$ cat src/rtl/leaf_user_stream_fifo.sv
// rtl/leaf_user_stream_fifo.sv - first-word-fall-through elastic buffer between leaf_interface and an HLS stream input
//
// Purpose:
//   Words arrive on the leaf valid/ack handshake (din/din_vld/din_ack) and are
//   written into a DEPTH-entry circular buffer. The head word is presented on
//   the operator side (dout/dout_vld/dout_ack) one cycle after it was pushed.
//   Operator stalls are absorbed by the buffer, so the leaf side is only
//   back-pressured when the buffer is full.
//
// Ports:
//   clk          single clock for all state
//   reset        asynchronous, active-high reset
//   din          word from leaf_interface
//   din_vld      din valid
//   din_ack      buffer can accept a word this cycle
//   dout         head word (0 when empty)
//   dout_vld     head word valid
//   dout_ack     operator accepts the head word
//   count        current occupancy, 0..DEPTH
//   almost_full  count >= AFULL_THRESH (advisory)
//
// Optional feature, enabled by defining LEAF_FIFO_STATS_EN:
//   words_in     total pushes (wraps)
//   words_out    total pops (wraps)
//   max_count    high-water mark of count

module leaf_user_stream_fifo #(
    parameter int PAYLOAD_BITS = 32,
    parameter int DEPTH_BITS   = 4,
    parameter int AFULL_THRESH = 12
) (
    input  logic                    clk,
    input  logic                    reset,
    input  logic [PAYLOAD_BITS-1:0] din,
    input  logic                    din_vld,
    output logic                    din_ack,
    output logic [PAYLOAD_BITS-1:0] dout,
    output logic                    dout_vld,
    input  logic                    dout_ack,
    output logic [DEPTH_BITS:0]     count,
`ifdef LEAF_FIFO_STATS_EN
    output logic [31:0]             words_in,
    output logic [31:0]             words_out,
    output logic [DEPTH_BITS:0]     max_count,
`endif
    output logic                    almost_full
);

    localparam int                  DEPTH       = 1 << DEPTH_BITS;
    localparam logic [DEPTH_BITS:0] FULL_COUNT  = (DEPTH_BITS+1)'(DEPTH);
    localparam logic [DEPTH_BITS:0] AFULL_COUNT = (DEPTH_BITS+1)'(AFULL_THRESH);

    logic [PAYLOAD_BITS-1:0] mem [DEPTH];
    logic [DEPTH_BITS-1:0]   wr_ptr;
    logic [DEPTH_BITS-1:0]   rd_ptr;
    logic [DEPTH_BITS:0]     count_r;
    logic                    running;
    logic                    push;
    logic                    pop;

    // running is cleared asynchronously by reset and set on the first clock
    // edge after release, so din_ack is low for the whole reset period and
    // rises synchronously without reset itself appearing in the datapath.
    always_ff @(posedge clk or posedge reset) begin
        if (reset) begin
            running <= 1'b0;
        end else begin
            running <= 1'b1;
        end
    end

    // Handshake decodes come only from registered state: no combinational
    // path from dout_ack to din_ack. A full buffer refuses a push even when a
    // pop fires on the same edge; din_ack rises the cycle after the pop.
    assign din_ack     = running && (count_r != FULL_COUNT);
    assign dout_vld    = (count_r != '0);
    assign push        = din_vld && din_ack;
    assign pop         = dout_vld && dout_ack;
    assign count       = count_r;
    assign almost_full = (count_r >= AFULL_COUNT);
    assign dout        = dout_vld ? mem[rd_ptr] : '0;

    // Storage is not reset; stale contents are never visible because dout
    // is forced to 0 whenever the buffer is empty.
    always_ff @(posedge clk) begin
        if (push) begin
            mem[wr_ptr] <= din;
        end
    end

    // Pointers wrap naturally modulo DEPTH.
    always_ff @(posedge clk or posedge reset) begin
        if (reset) begin
            wr_ptr <= '0;
            rd_ptr <= '0;
        end else begin
            if (push) begin
                wr_ptr <= wr_ptr + 1'b1;
            end
            if (pop) begin
                rd_ptr <= rd_ptr + 1'b1;
            end
        end
    end

    always_ff @(posedge clk or posedge reset) begin
        if (reset) begin
            count_r <= '0;
        end else begin
            case ({push, pop})
                2'b10:   count_r <= count_r + 1'b1;
                2'b01:   count_r <= count_r - 1'b1;
                default: count_r <= count_r;
            endcase
        end
    end

`ifdef LEAF_FIFO_STATS_EN
    logic [31:0]         words_in_r;
    logic [31:0]         words_out_r;
    logic [DEPTH_BITS:0] max_count_r;

    // max_count follows count one edge later, since it compares against the
    // registered occupancy rather than the next-state value.
    always_ff @(posedge clk or posedge reset) begin
        if (reset) begin
            words_in_r  <= '0;
            words_out_r <= '0;
            max_count_r <= '0;
        end else begin
            if (push) begin
                words_in_r <= words_in_r + 32'd1;
            end
            if (pop) begin
                words_out_r <= words_out_r + 32'd1;
            end
            if (count_r > max_count_r) begin
                max_count_r <= count_r;
            end
        end
    end

    assign words_in  = words_in_r;
    assign words_out = words_out_r;
    assign max_count = max_count_r;
`endif

endmodule
$ cat config.mk
export PLATFORM = sky130hd
export DESIGN_NAME = leaf_user_stream_fifo
export DESIGN_NICKNAME = d
export VERILOG_FILES = /design/src/rtl/leaf_user_stream_fifo.sv
export SDC_FILE = /design/constraint.sdc
export NUM_CORES = 1
export LEC_CHECK = 0
export CAP_MARGIN = 20
export CORE_UTILIZATION = 40
export DETAILED_ROUTE_END_ITERATION = 10
export SETUP_SLACK_MARGIN = 0.02
export SLEW_MARGIN = 40
export SYNTH_ARGS = -nofsm -noshare
export SYNTH_HDL_FRONTEND = slang
export SYNTH_SLANG_ARGS = --single-unit
export TNS_END_PERCENT = 10
$ cat constraint.sdc
create_clock -name clk -period 5.8 [get_ports clk]
set_input_delay 0.87 -clock clk [delete_from_list [all_inputs] [get_ports clk]]
set_output_delay 0.87 -clock clk [all_outputs]
set_load 0.02 [all_outputs]
==> results, run 1 <==
- The width of the die is 228 um.
- Setup repair after global routing left no endpoint under its margin.
- The total overflow reported by the global router is 0.
- The die area is between 50,000 and 60,000 um^2.
- The estimated wirelength of the detail-placed design is ~24,000 um.
- The share of the Yosys chip area taken by registers is 0.770.
- The via count of the routed design is 9,368.
- The sequential cell area is around 16,000 um^2.
- The number of clock buffers added by TritonCTS is 53.
- TritonCTS built the clock tree.
- The number of nets in the synthesized netlist is between 900 and 1,000.
- The flow ran to the end, and the final reports show no timing, DRC or antenna violations.
- The path with the worst hold slack has its endpoint at wr_ptr[0]$_DFFE_PP0P_.
- The maximum operating frequency is around 220 MHz.
- In this run, synthesis produced a sequential element count of approximately 530.
- The share of cells above drive strength 1 is 0.286.
- The static leakage is about 7.5 nW.
- Dividing the detail-routed via count by the number of cells gives about 5.4.
- Counting flops with an async set or reset pin after synthesis yields a share of 0.0266.
- Dividing total power by cell area gives a power density of between 400 and 500 nW/um^2.
- The setup TNS is 0 ps.
- The count of nets left with antenna violations once routing finished came out at 0.
- In this run the critical register-to-register path is captured at count[4]$_DFFE_PP0P_.
- The vertical die dimension is between 200 and 250 um.
- In this run the worst path has a maximum fanout of 38.
- The clock passes through at most 3 buffers.
- The area inside the core boundary is 50,300 um^2.
- Routability-driven placement finished with a final weighted congestion of between 0.7 and 0.8.
- The endpoint kind of the worst setup timing path is an output pin.
- The initial antenna violation count is 3.
- After floorplanning, the core was divided into just over 80 placement rows.
- The post-CTS setup buffer count is 0.
- The area of the mapped netlist is between 20,000 and 25,000 um^2.
- The number of clock sinks seen by CTS is about 530.
- The synthesized design contains 512 enable-type register cells.
- For this run, design rule violations remaining after detail routing come to 0.
- In the global route stage, overall resource usage came out at 0.169.
- The number of global-route vias before repair came to 9,905.
- Measured against its own limit, the worst slew margin works out to 0.528.
- The layout-stage area growth over the synthesis result is 17.2%.
- The count of pins over their slew limit came to 0.
- For this run, the share of the core covered by cells in the final layout is 0.476.
- The clock period minus worst slack is 4560 ps.
- The starting density of the core is 0.406.
- The placement-stage cell area is around 22,000 um^2.
- The total of buffers placed on input and output ports is 75.
- The post-synthesis instance total is between 800 and 900.
- Across all register-to-register paths, the minimum setup slack is roughly 2700 ps.
- The number of cells on the worst reg-to-reg path is 10.
- The largest net degree at the start of global routing is 47.
- The worst hold path begins at wr_ptr[0]$_DFFE_PP0P_.
- For the worst setup path, the data required time is 4930 ps.
- The number of buffers inserted for hold repair after clock tree synthesis is 0.
- The startpoint kind of the worst setup timing path is a flip-flop.
- The dominant register cell in the synthesized netlist is sky130_fd_sc_hd__edfxtp_1.
- The clock tree root buffer cell is sky130_fd_sc_hd__clkbuf_16.
- The combined area of the multi-input logic cells is around 4500 um^2.
- The final-report hold violation count is 0.
- 76 I/O pins were placed.
- With fillers left out, the area of the finished cells amounts to roughly 24,000 um^2.
- The startpoint-to-endpoint class of the critical path is flip-flop to output pin.
- Counting instances, the worst hold path has a depth of 1.
- The slew of the pin with the lowest slew margin is 704 ps.
- Data on the critical path arrives at its endpoint at 3690 ps.
- The worst setup skew after layout is roughly 17 ps.
- The number of DRC markers in iteration 0 is 836.
- The maximum vdd ir drop is 214 uV.
- The total detailed-routing wirelength is ~43,000 um.
- The first global-routing pass estimated around 64,000 um of wire.
- The clock latency on the worst-skew pair is 610 ps.
- The diode insertion count for antenna repair is 0.
- The detailed-routing iteration count for the pre-antenna-repair pass is 5.
- In this run, distinct cell masters in the synthesized netlist total 43.
- The final critical-path share of the clock period is 0.786.
- The layout filler cell count is about 4,200.
- At the end of the flow, the number of nets in the layout was between 1,000 and 1,500.
- The start of the worst register-to-register path is count[1]$_DFFE_PP0P_.
- Clock-pin slew was measured on the worst setup and hold paths at around 60 ps.
- The number of cells upsized or downsized after cts is 0.
- The routed length per instance is ~25 um.
- The yosys synthesis warning count is 0.
- In this run the worst hold path is classified as flip-flop to flip-flop.
- Max-cap violations in this run came to 0.
- The average instance area after synthesis is ~23 um^2.
- Setup violations remaining at the end of the flow were counted as 0.
- The H-tree was split into 2 levels.
==> placed cells by master, fill, tap and decap left out, types with 2 or more instances in the layout <==
master | netlist | final
sky130_fd_sc_hd__nor2_1 | 11 | 6
sky130_fd_sc_hd__clkinv_2 | 0 | 13
sky130_fd_sc_hd__a21oi_1 | 3 | 2
sky130_fd_sc_hd__nand4_1 | 2 | 2
sky130_fd_sc_hd__dfrtp_4 | 0 | 3
sky130_fd_sc_hd__buf_4 | 1 | 30
sky130_fd_sc_hd__inv_1 | 5 | 5
sky130_fd_sc_hd__nor2_4 | 0 | 5
sky130_fd_sc_hd__edfxtp_1 | 512 | 512
sky130_fd_sc_hd__ha_1 | 9 | 9
sky130_fd_sc_hd__a221o_1 | 32 | 32
sky130_fd_sc_hd__clkbuf_1 | 15 | 14
sky130_fd_sc_hd__buf_12 | 4 | 3
sky130_fd_sc_hd__xnor2_1 | 5 | 5
sky130_fd_sc_hd__clkbuf_16 | 0 | 54
sky130_fd_sc_hd__mux2_2 | 35 | 35
sky130_fd_sc_hd__clkdlybuf4s50_1 | 0 | 75
sky130_fd_sc_hd__and2_4 | 0 | 2
sky130_fd_sc_hd__nor3_2 | 0 | 2
sky130_fd_sc_hd__nand2_1 | 9 | 9
sky130_fd_sc_hd__nor2b_1 | 32 | 32
sky130_fd_sc_hd__bufinv_16 | 0 | 7
sky130_fd_sc_hd__nand3_1 | 7 | 7
sky130_fd_sc_hd__buf_16 | 0 | 2
sky130_fd_sc_hd__dfrtp_1 | 14 | 11
sky130_fd_sc_hd__nor4_2 | 1 | 2
sky130_fd_sc_hd__xor2_1 | 6 | 6
sky130_fd_sc_hd__clkinv_1 | 0 | 8
sky130_fd_sc_hd__nor3_4 | 0 | 2
sky130_fd_sc_hd__and3_2 | 0 | 4
sky130_fd_sc_hd__mux4_2 | 128 | 128
==> registers in the layout, indices dropped and copies added, names as in the netlist <==
register	flops
mem	512
count	5
rd_ptr	4
wr_ptr	4
running	1
==> area by class of cell <==
type,instances,share of cell area
inverter,5,0.000785
clock buffer,68,0.0587
tap,672,0.0352
multi-input combinational,311,0.187
sequential,526,0.658
timing repair buffer,110,0.0456
clock inverter,31,0.0146
==> Yosys cell counts, types with 2 or more instances <==
| cell | instances | share of area |
|---|---|---|
| sky130_fd_sc_hd__edfxtp_1 | 512 | 0.75 |
| sky130_fd_sc_hd__and2_1 | 3 | 0.00092 |
| sky130_fd_sc_hd__nor2_1 | 11 | 0.0020 |
| sky130_fd_sc_hd__buf_1 | 5 | 0.00092 |
| sky130_fd_sc_hd__buf_6 | 2 | 0.0011 |
| sky130_fd_sc_hd__nand2_1 | 9 | 0.0017 |
| sky130_fd_sc_hd__mux2_2 | 35 | 0.019 |
| sky130_fd_sc_hd__mux4_2 | 128 | 0.14 |
| sky130_fd_sc_hd__clkbuf_1 | 15 | 0.0028 |
| sky130_fd_sc_hd__a21oi_1 | 3 | 0.00074 |
| sky130_fd_sc_hd__buf_12 | 4 | 0.0039 |
| sky130_fd_sc_hd__xnor2_1 | 5 | 0.0021 |
| sky130_fd_sc_hd__dfrtp_1 | 14 | 0.017 |
| sky130_fd_sc_hd__inv_1 | 5 | 0.00092 |
| sky130_fd_sc_hd__xor2_1 | 6 | 0.0026 |
| sky130_fd_sc_hd__nand3_1 | 7 | 0.0017 |
| sky130_fd_sc_hd__nor2b_1 | 32 | 0.0098 |
| sky130_fd_sc_hd__ha_1 | 9 | 0.0055 |
| sky130_fd_sc_hd__a221o_1 | 32 | 0.016 |
| sky130_fd_sc_hd__nor3_1 | 5 | 0.0012 |
| sky130_fd_sc_hd__buf_2 | 22 | 0.0054 |
| sky130_fd_sc_hd__nand4_1 | 2 | 0.00061 |
| sky130_fd_sc_hd__and3_1 | 4 | 0.0012 |
| sky130_fd_sc_hd__o211ai_2 | 2 | 0.0012 |
==> through the flow <==
stage               hold WS, ps  cells  total power, mW  worst slack [ps]
detailed placement          567   1624             8.47              1780
CTS                         575   1723             11.9              1130
global route                588   1723             12.2              1050
finish                      573   1723             11.7              1240
floorplan                   515    891             7.14              1010
global placement            550   1621             8.39              1770
==> worst max-delay path by stage <==
| stage | startpoint | slack [ps] | endpoint | cells after the start |
|---|---|---|---|---|
| after CTS | rd_ptr[1]$_DFFE_PP0P_ | 1130 | dout[7] | 5 |
| after global placement | rd_ptr[1]$_DFFE_PP0P_ | 1770 | dout[7] | 5 |
| final | rd_ptr[1]$_DFFE_PP0P_ | 1240 | dout[7] | 5 |
| after floorplan | din_vld | 1010 | mem[3][0]$_DFFE_PP_ | 3 |
| after detailed placement | rd_ptr[1]$_DFFE_PP0P_ | 1780 | dout[7] | 5 |
| after global routing | rd_ptr[1]$_DFFE_PP0P_ | 1050 | dout[7] | 5 |
==> critical path: stages, from the launching register on <==
cell and delay [ps]:
sky130_fd_sc_hd__dfrtp_4 880, sky130_fd_sc_hd__buf_4 460, sky130_fd_sc_hd__mux4_2 550, sky130_fd_sc_hd__mux2_2 290, sky130_fd_sc_hd__a221o_1 330, sky130_fd_sc_hd__clkdlybuf4s50_1 550
==> cell families (layout without fill, tap and decap cells) <==
group	after synthesis	after routing	synth area share
AOI/OAI and AO/OA	45	45	0.0203
xor gates and xnor gates	11	11	0.00472
adders and majority gates	9	9	0.00552
buffers and inverters	54	214	0.0154
DFF	526	526	0.770
muxes	164	164	0.161
other	1	1	0.000184
and+or+nand+nor	81	81	0.0224
==> metal layers <==
metal  global-route usage  vias to the layer above  part of all wire
li1                     -                     4007                 -
met1                0.228                     5046              0.42
met2                0.281                      233              0.50
met3               0.0304                       76             0.052
met4               0.0512                        6             0.023
met5                    0                        -           0.00092
==> report_power, final <==
part / switching [mW] / internal (mW) / total [mW]
Sequential: 0.286 / 4.41 / 4.70
Combinational: 1.77 / 1.84 / 3.62
Clock: 1.40 / 2.03 / 3.43
Note: power is estimated with default switching activity, not from simulation.
==> run 2: changes to the inputs <==
==> constraint.sdc (replaced) <==
create_clock -name clk -period 3.98 [get_ports clk]
set_input_delay 0.597 -clock clk [delete_from_list [all_inputs] [get_ports clk]]
set_output_delay 0.597 -clock clk [all_outputs]
set_load 0.02 [all_outputs]
==> run 2 against run 1 <==
Net effect:
- combinational power is 52% higher
- first-iteration DRC count is 2.6% higher
- die area stayed put
==> results, run 2 (synthesized netlist as in run 1, its figures left out) <==
- Outcome: finished clean (unchanged).
- The clock slew at the register clock pins of the worst setup and hold paths is 60 ps (about the same).
- The reg-to-reg critical path endpoint is count[4]$_DFFE_PP0P_ (unchanged).
- The depth of the worst register-to-register path is 9 (was 10).
- The worst setup skew after layout is 12.3 ps (was 17.0 ps).
- The CTS tree is built (unchanged).
- The tightest slew margin relative to the limit is 0.487 (was 0.528).
- The first-pass GRT wire length is 64,200 um (was 64,400 um).
- The total of max-cap violations is 0 (unchanged).
- The number of flip-flops under the largest register name was 512 (unchanged).
- The maximum operating frequency is 260 MHz.
- The via count of the routed design is 9,270 (was 9,368).
- The number of global-route vias before repair is 9,984 (was 9,905).
- The register with the highest flop count is mem (unchanged).
- The total power density per cell area is 703 nW/um^2 (was 491 nW/um^2).
- The routed length per instance is 24.6 um (was 25.1 um).
- The final critical-path share of the clock period is 0.967.
- The class of the most critical hold timing path is input pin to asynchronous set/reset pin (was flip-flop to flip-flop).
- The clock latency on the worst-skew pair is 600 ps (was 610 ps).
- The I/O pin count was 76 (unchanged).
- The endpoint kind of the worst setup timing path is an output pin (unchanged).
- The detailed-route vias per instance was 5.36 (was 5.44).
- The layout-stage area growth over the synthesis result is 17.7% (was 17.2%).
- The sequential cell area is 15,700 um^2 (unchanged).
- The cell family contributing the most delay on the critical path is buffers and inverters (unchanged).
- The initial antenna violation count came to 0 (was 3).
- The largest fanout on the critical path was 16 (was 38).
- The total overflow reported by the global router came to 0 (unchanged).
- The number of DRC markers in iteration 0 is 858 (was 836).
- Highest-count cells in the layout ignoring fill and taps: 512 x sky130_fd_sc_hd__edfxtp_1, 128 x sky130_fd_sc_hd__mux4_2, 75 x sky130_fd_sc_hd__clkdlybuf4s50_1 (unchanged).
- The critical path buffer and inverter count is 2 (unchanged).
- The maximum vdd ir drop is 461 uV (was 214 uV).
- The static leakage is 7.56 nW (was 7.53 nW).
- The startpoint kind of the worst setup timing path was a flip-flop (unchanged).
- The starting density of the core is 0.406 (unchanged).
- The remaining design rule violation count was 0 (unchanged).
- The maximum buffer depth of the clock tree is 3 (unchanged).
- The post-layout instance count excluding filler cells is 1,730 (was 1,723).
- The slew of the pin with the lowest slew margin was 768 ps (was 704 ps).
- Series of cell instances along the critical path: or4_4 > o211ai_4 > buf_4 > nor2b_1 > a221o_1 > clkdlybuf4s50_1 (was buf_4 > mux4_2 > mux2_2 > a221o_1 > clkdlybuf4s50_1).
- The final weighted congestion in routability-driven placement is 0.710 (was 0.700).
- The clock period minus worst slack is roughly 3800 ps.
- The number of cells upsized or downsized after cts came to 0 (unchanged).
- The total routing usage reported by global routing is 0.167 (was 0.169).
- The start of the worst register-to-register path was count[1]$_DFFE_PP0P_ (unchanged).
- The worst reg-to-reg setup slack is 1020 ps (was 2710 ps).
- The combined area of the multi-input logic cells is 4470 um^2 (was 4480 um^2).
- The final net count was 1,063 (was 1,052).
- The final-report hold violation count is 0 (unchanged).
- The layout filler cell count is 4,109 (was 4,150).
- The maximum level of the CTS H-tree came to 2 (unchanged).
- The total of buffers placed on input and output ports is 75 (unchanged).
- The data arrival time of the critical path is 3250 ps (was 3690 ps).
- The share of cells above drive strength 1 is 0.291 (was 0.286).
- The total detailed-routing wirelength is 42,500 um (was 43,300 um).
- The number of routed nets with antenna violations is 0 (unchanged).
- The final setup violation count came to 0 (unchanged).
- The vertical die dimension is 228 um (unchanged).
- The area inside the core boundary is 50,300 um^2 (unchanged).
- The worst hold-check slack is 391 ps (was 573 ps).
- The total number of placement rows is 82 (unchanged).
- The number of placed cells counting well taps is 1,631 (was 1,624).
- The largest net degree at the start of global routing was 35 (was 47).
- The number of clock sinks seen by CTS was 526 (unchanged).
- The detailed-routing iteration count for the pre-antenna-repair pass came to 5 (unchanged).
- The estimated wirelength of the detail-placed design came to 23,900 um (was 23,700 um).
- The diode insertion count for antenna repair is 0 (unchanged).
- The required time reported for the critical path endpoint is 3380 ps (was 4930 ps).
- The cell with the largest stage delay on the worst path is sky130_fd_sc_hd__or4_4 (was sky130_fd_sc_hd__dfrtp_4).
- The count of pins over their slew limit is 0 (unchanged).
- The width of the die is 228 um (unchanged).
- The die area came to 51,900 um^2 (unchanged).
- The most common cell after layout, fill and taps aside is sky130_fd_sc_hd__edfxtp_1 (unchanged).
- The delay of the slowest cell on the worst path came to 600 ps (was 880 ps).
- The setup TNS is 0 ps (unchanged).
- Unrepaired setup endpoints after global routing: yes (was no).
- The startpoint-to-endpoint class of the critical path was flip-flop to output pin (unchanged).
- The CTS buffer count came to 53 (unchanged).
- The clock tree root buffer cell is sky130_fd_sc_hd__clkbuf_16 (unchanged).
run 2: cell count changes in the layout (fill, tap and decap cells not counted), moves of 3 or more:
| cell | previous run | this run |
|---|---|---|
| sky130_fd_sc_hd__buf_12 | 3 | 22 |
| sky130_fd_sc_hd__inv_6 | 0 | 3 |
| sky130_fd_sc_hd__bufinv_16 | 7 | 2 |
| sky130_fd_sc_hd__buf_4 | 30 | 24 |
run 2: layout make-up:
| type | count | area share |
|---|---|---|
| timing repair buffer | 121 | 0.0571 |
| clock inverter | 28 | 0.00786 |
| clock buffer | 67 | 0.0582 |
| tap | 672 | 0.0350 |
| sequential | 526 | 0.655 |
| multi-input combinational | 311 | 0.186 |
| inverter | 5 | 0.000781 |
run 2: report_power, final:
group | internal [mW] | total, mW | switching (mW)
sequential | 6.43 | 6.75 | 0.325
clock | 2.60 | 4.63 | 2.02
combinational | 2.84 | 5.50 | 2.66
total | 11.9 | 16.9 | 5.01
run 2: worst max path at each step:
stage,end,cells past startpoint,slack [ps],from
final,dout[8],6,130,count[1]$_DFFE_PP0P_
after global routing,dout[7],6,20,count[1]$_DFFE_PP0P_
after global placement,dout[27],5,630,rd_ptr[1]$_DFFE_PP0P_
after floorplan,mem[10][0]$_DFFE_PP_,5,100,count[2]$_DFFE_PP0P_
after detailed placement,dout[27],5,620,rd_ptr[1]$_DFFE_PP0P_
after CTS,dout[30],5,80,rd_ptr[0]$_DFFE_PP0P_
run 2: what timing repair did:
action,4_1_cts,5_1_grt
hold buffers,0,0
buffers inserted,4,0
setup endpoints to repair,9,2
run 2: layer usage:
layer  routed length [um]  part of all wire  GRT usage  up-vias
met1                18600              0.44      0.225     4967
met2                20900              0.49      0.276      213
li1                     -                 -          -     4025
met3                 2130             0.050     0.0326       65
met5                    0                 0          0        -
met4                  856             0.020     0.0474        0
run 2: per-stage QoR:
step                      area (um^2)  setup WS [ps]  power, mW   util
after global routing            24000           18.6       17.6  0.478
final                           24000            132       16.9  0.478
after CTS                       24000           78.4       17.2  0.478
after detailed placement        22400            616       12.4  0.446
after floorplan                 20400           98.1       10.4      -
after global placement          22400            633       12.4  0.445
==> run 3: changes to the inputs <==
==> constraint.sdc (replaced) <==
create_clock -name clk -period 3.98 [get_ports clk]
set_input_delay 0.597 -clock clk [delete_from_list [all_inputs] [get_ports clk]]
set_output_delay 0.597 -clock clk [all_outputs]
set_load 0.01 [all_outputs]
==> run 3 against run 2 <==
Net effect:
- fmax up 1.5%
- sequential share of layout area down 0.62 points
- sequential power down 0.6%
- clock skew up 20 ps
- final cell count up 0.12%
- routed wire length down 2.0%
- flip-flop and latch count unchanged
- setup slack better by 57 ps
- first-iteration DRC count down 10%
- largest cell class unchanged
- largest power group unchanged
==> results, run 3 (synthesized netlist as in run 1, its figures left out) <==
- Outcome: finished clean (unchanged).
- The share of cells above drive strength 1 is 0.296 (was 0.291).
- The final critical-path share of the clock period is 0.953 (was 0.967).
- The estimated wirelength of the detail-placed design was 23,300 um (was 23,900 um).
- The via count of the routed design is 9,212 (was 9,270).
- The clock slew at the register clock pins of the worst setup and hold paths came to 60 ps (about the same).
- The largest fanout on the critical path came to 18 (was 16).
- The initial antenna violation count came to 0 (unchanged).
- Series of cell instances along the critical path: nor4_2 > a21oi_4 > buf_4 > a221o_1 > clkdlybuf4s50_1 (was or4_4 > o211ai_4 > buf_4 > nor2b_1 > a221o_1 > clkdlybuf4s50_1).
- The setup TNS is 0 ps (unchanged).
- The clock tree root buffer cell is sky130_fd_sc_hd__clkbuf_16 (unchanged).
- The routed length per instance was 24.1 um (was 24.6 um).
- The most common cell after layout, fill and taps aside is sky130_fd_sc_hd__edfxtp_1 (unchanged).
- The area inside the core boundary came to 50,300 um^2 (unchanged).
- The maximum buffer depth of the clock tree is 3 (unchanged).
- The startpoint-to-endpoint class of the critical path is flip-flop to output pin (unchanged).
- The I/O pin count is 76 (unchanged).
- The clock latency on the worst-skew pair is 600 ps (about the same).
- The worst setup skew after layout is 32.3 ps (was 12.3 ps).
- The delay of the slowest cell on the worst path is 570 ps (was 600 ps).
- The count of pins over their slew limit is 0 (unchanged).
- The final setup violation count was 0 (unchanged).
- The number of buffers inserted for hold repair after clock tree synthesis came to 0 (unchanged).
- The width of the die is 228 um (unchanged).
- The detailed-route vias per instance came to 5.32 (was 5.36).
- The vertical die dimension is 228 um (unchanged).
- The first-pass GRT wire length is 63,100 um (was 64,200 um).
- The static leakage is 7.65 nW (was 7.56 nW).
- The final weighted congestion in routability-driven placement is 0.695 (was 0.710).
- The total detailed-routing wirelength is 41,700 um (was 42,500 um).
- The number of DRC markers in iteration 0 is 771 (was 858).
- The number of flip-flops under the largest register name was 512 (unchanged).
- The total routing usage reported by global routing is 0.164 (was 0.167).
- The detailed-routing iteration count for the pre-antenna-repair pass is 7 (was 5).
- The number of routed nets with antenna violations is 0 (unchanged).
- The final-report hold violation count is 0 (unchanged).
- The layout filler cell count came to 4,107 (was 4,109).
- The total power density per cell area is 706 nW/um^2 (was 703 nW/um^2).
- The CTS tree is built (unchanged).
- The worst reg-to-reg setup slack was 960 ps (was 1020 ps).
- The required time reported for the critical path endpoint is 3380 ps (about the same).
- The starting density of the core is 0.406 (unchanged).
- The endpoint kind of the worst setup timing path is an output pin (unchanged).
- The CTS buffer count was 54 (was 53).
- The startpoint kind of the worst setup timing path was a flip-flop (unchanged).
- The layout-stage area growth over the synthesis result came to 18.8% (was 17.7%).
- The total number of placement rows is 82 (unchanged).
- The cell family contributing the most delay on the critical path is buffers and inverters (unchanged).
- The maximum operating frequency is 264 MHz (was 260 MHz).
- The die area was 51,900 um^2 (unchanged).
- The tightest slew margin relative to the limit is 0.470 (was 0.487).
- The register with the highest flop count is mem (unchanged).
- The data arrival time of the critical path came to 3190 ps (was 3250 ps).
- The remaining design rule violation count is 0 (unchanged).
- The number of clock sinks seen by CTS is 526 (unchanged).
- Highest-count cells in the layout ignoring fill and taps: 512 x sky130_fd_sc_hd__edfxtp_1, 128 x sky130_fd_sc_hd__mux4_2, 75 x sky130_fd_sc_hd__clkdlybuf4s50_1 (unchanged).
- The final net count is 1,059 (was 1,063).
- The total of buffers placed on input and output ports is 75 (unchanged).
- The clock period minus worst slack is 3790 ps (was 3850 ps).
- The largest net degree at the start of global routing is 43 (was 35).
- The total overflow reported by the global router was 0 (unchanged).
- The diode insertion count for antenna repair is 0 (unchanged).
- The maximum vdd ir drop is 431 uV (was 461 uV).
- The critical path buffer and inverter count is 2 (unchanged).
- The total of max-cap violations was 0 (unchanged).
- The share of the core filled with cells is 0.483 (was 0.478).
- The maximum level of the CTS H-tree is 2 (unchanged).
- The class of the most critical hold timing path is input pin to asynchronous set/reset pin (unchanged).
- Unrepaired setup endpoints after global routing: no (was yes).
- The slew of the pin with the lowest slew margin is 794 ps (was 768 ps).
- The number of global-route vias before repair came to 9,611 (was 9,984).
- The cell with the largest stage delay on the worst path is sky130_fd_sc_hd__nor4_2 (was sky130_fd_sc_hd__or4_4).
-- run 3: cell types whose count changed in the layout (fill, tap and decap cells not counted) --
cell                         delta
sky130_fd_sc_hd__buf_8          +1
sky130_fd_sc_hd__clkbuf_1       -2
sky130_fd_sc_hd__bufinv_16      +7
sky130_fd_sc_hd__inv_8          +1
sky130_fd_sc_hd__inv_6          -2
sky130_fd_sc_hd__clkinv_1       -2
sky130_fd_sc_hd__clkbuf_8       -2
sky130_fd_sc_hd__clkinvlp_4     +2
sky130_fd_sc_hd__clkinv_4       +2
sky130_fd_sc_hd__clkbuf_16      +2
sky130_fd_sc_hd__clkinv_2       -1
sky130_fd_sc_hd__buf_12         -1
sky130_fd_sc_hd__clkinv_8       +2
sky130_fd_sc_hd__buf_4          -5
-- run 3: metrics by stage --
stage	std cells	power, mW	worst slack, ps	cell area, um^2	hold WS (ps)
global placement	1625	12.0	574	22300	552
global route	1732	17.9	22.4	24300	400
finish	1732	17.1	189	24300	361
detailed placement	1625	12.1	560	22300	566
floorplan	891	10.1	182	20400	486
CTS	1728	17.4	37.9	24200	363
-- run 3: cell type report --
cell class,count,area (um^2),area share
Clock buffer,65,1410,0.0583
Clock inverter,37,445,0.0184
Inverter,5,18.8,0.000774
Multi-Input combinational cell,311,4470,0.184
Sequential cell,526,15700,0.649
Tap cell,672,841,0.0347
Timing Repair Buffer,116,1330,0.0548
-- run 3: worst paths after layout --
check / startpoint / end / depth (start not counted)
worst max register to register: count[1]$_DFFE_PP0P_ / count[4]$_DFFE_PP0P_ / 9
worst min-delay path: reset / rd_ptr[3]$_DFFE_PP0P_ / 2
max in group asynchronous: reset / rd_ptr[1]$_DFFE_PP0P_ / 2
worst max-delay path: count[1]$_DFFE_PP0P_ / dout[27] / 5
min in group clk: wr_ptr[0]$_DFFE_PP0P_ / wr_ptr[0]$_DFFE_PP0P_ / 1
worst min register to register: wr_ptr[0]$_DFFE_PP0P_ / wr_ptr[0]$_DFFE_PP0P_ / 1
-- run 3: worst register-to-register path, stage by stage, from the launching register on --
cell and delay, ps:
sky130_fd_sc_hd__dfrtp_1 500, sky130_fd_sc_hd__nor4_2 570, sky130_fd_sc_hd__a21boi_1 320, sky130_fd_sc_hd__ha_1 400, sky130_fd_sc_hd__xor2_1 190, sky130_fd_sc_hd__ha_1 230
sky130_fd_sc_hd__or2_2 300, sky130_fd_sc_hd__a31oi_1 170, sky130_fd_sc_hd__o31ai_1 100, sky130_fd_sc_hd__xnor2_1 140
-- run 3: timing repair --
action	in CTS	in global routing
setup endpoints to repair	18	4
buffers inserted	1	4
resized for setup	0	0
-- run 3: metal layers --
metal / vias up / GRT usage / wire (um)
li1: 4032 / - / -
met1: 4937 / 0.226 / 18200
met2: 189 / 0.268 / 20900
met3: 54 / 0.0283 / 1820
met4: 0 / 0.0466 / 854
met5: - / 0 / 0
-- run 3: report_power, final --
| part | internal, mW | total (mW) | switching (mW) |
|---|---|---|---|
| Clock | 3.13 | 5.23 | 2.09 |
| Sequential | 6.43 | 6.71 | 0.284 |
| Combinational | 2.82 | 5.18 | 2.36 |
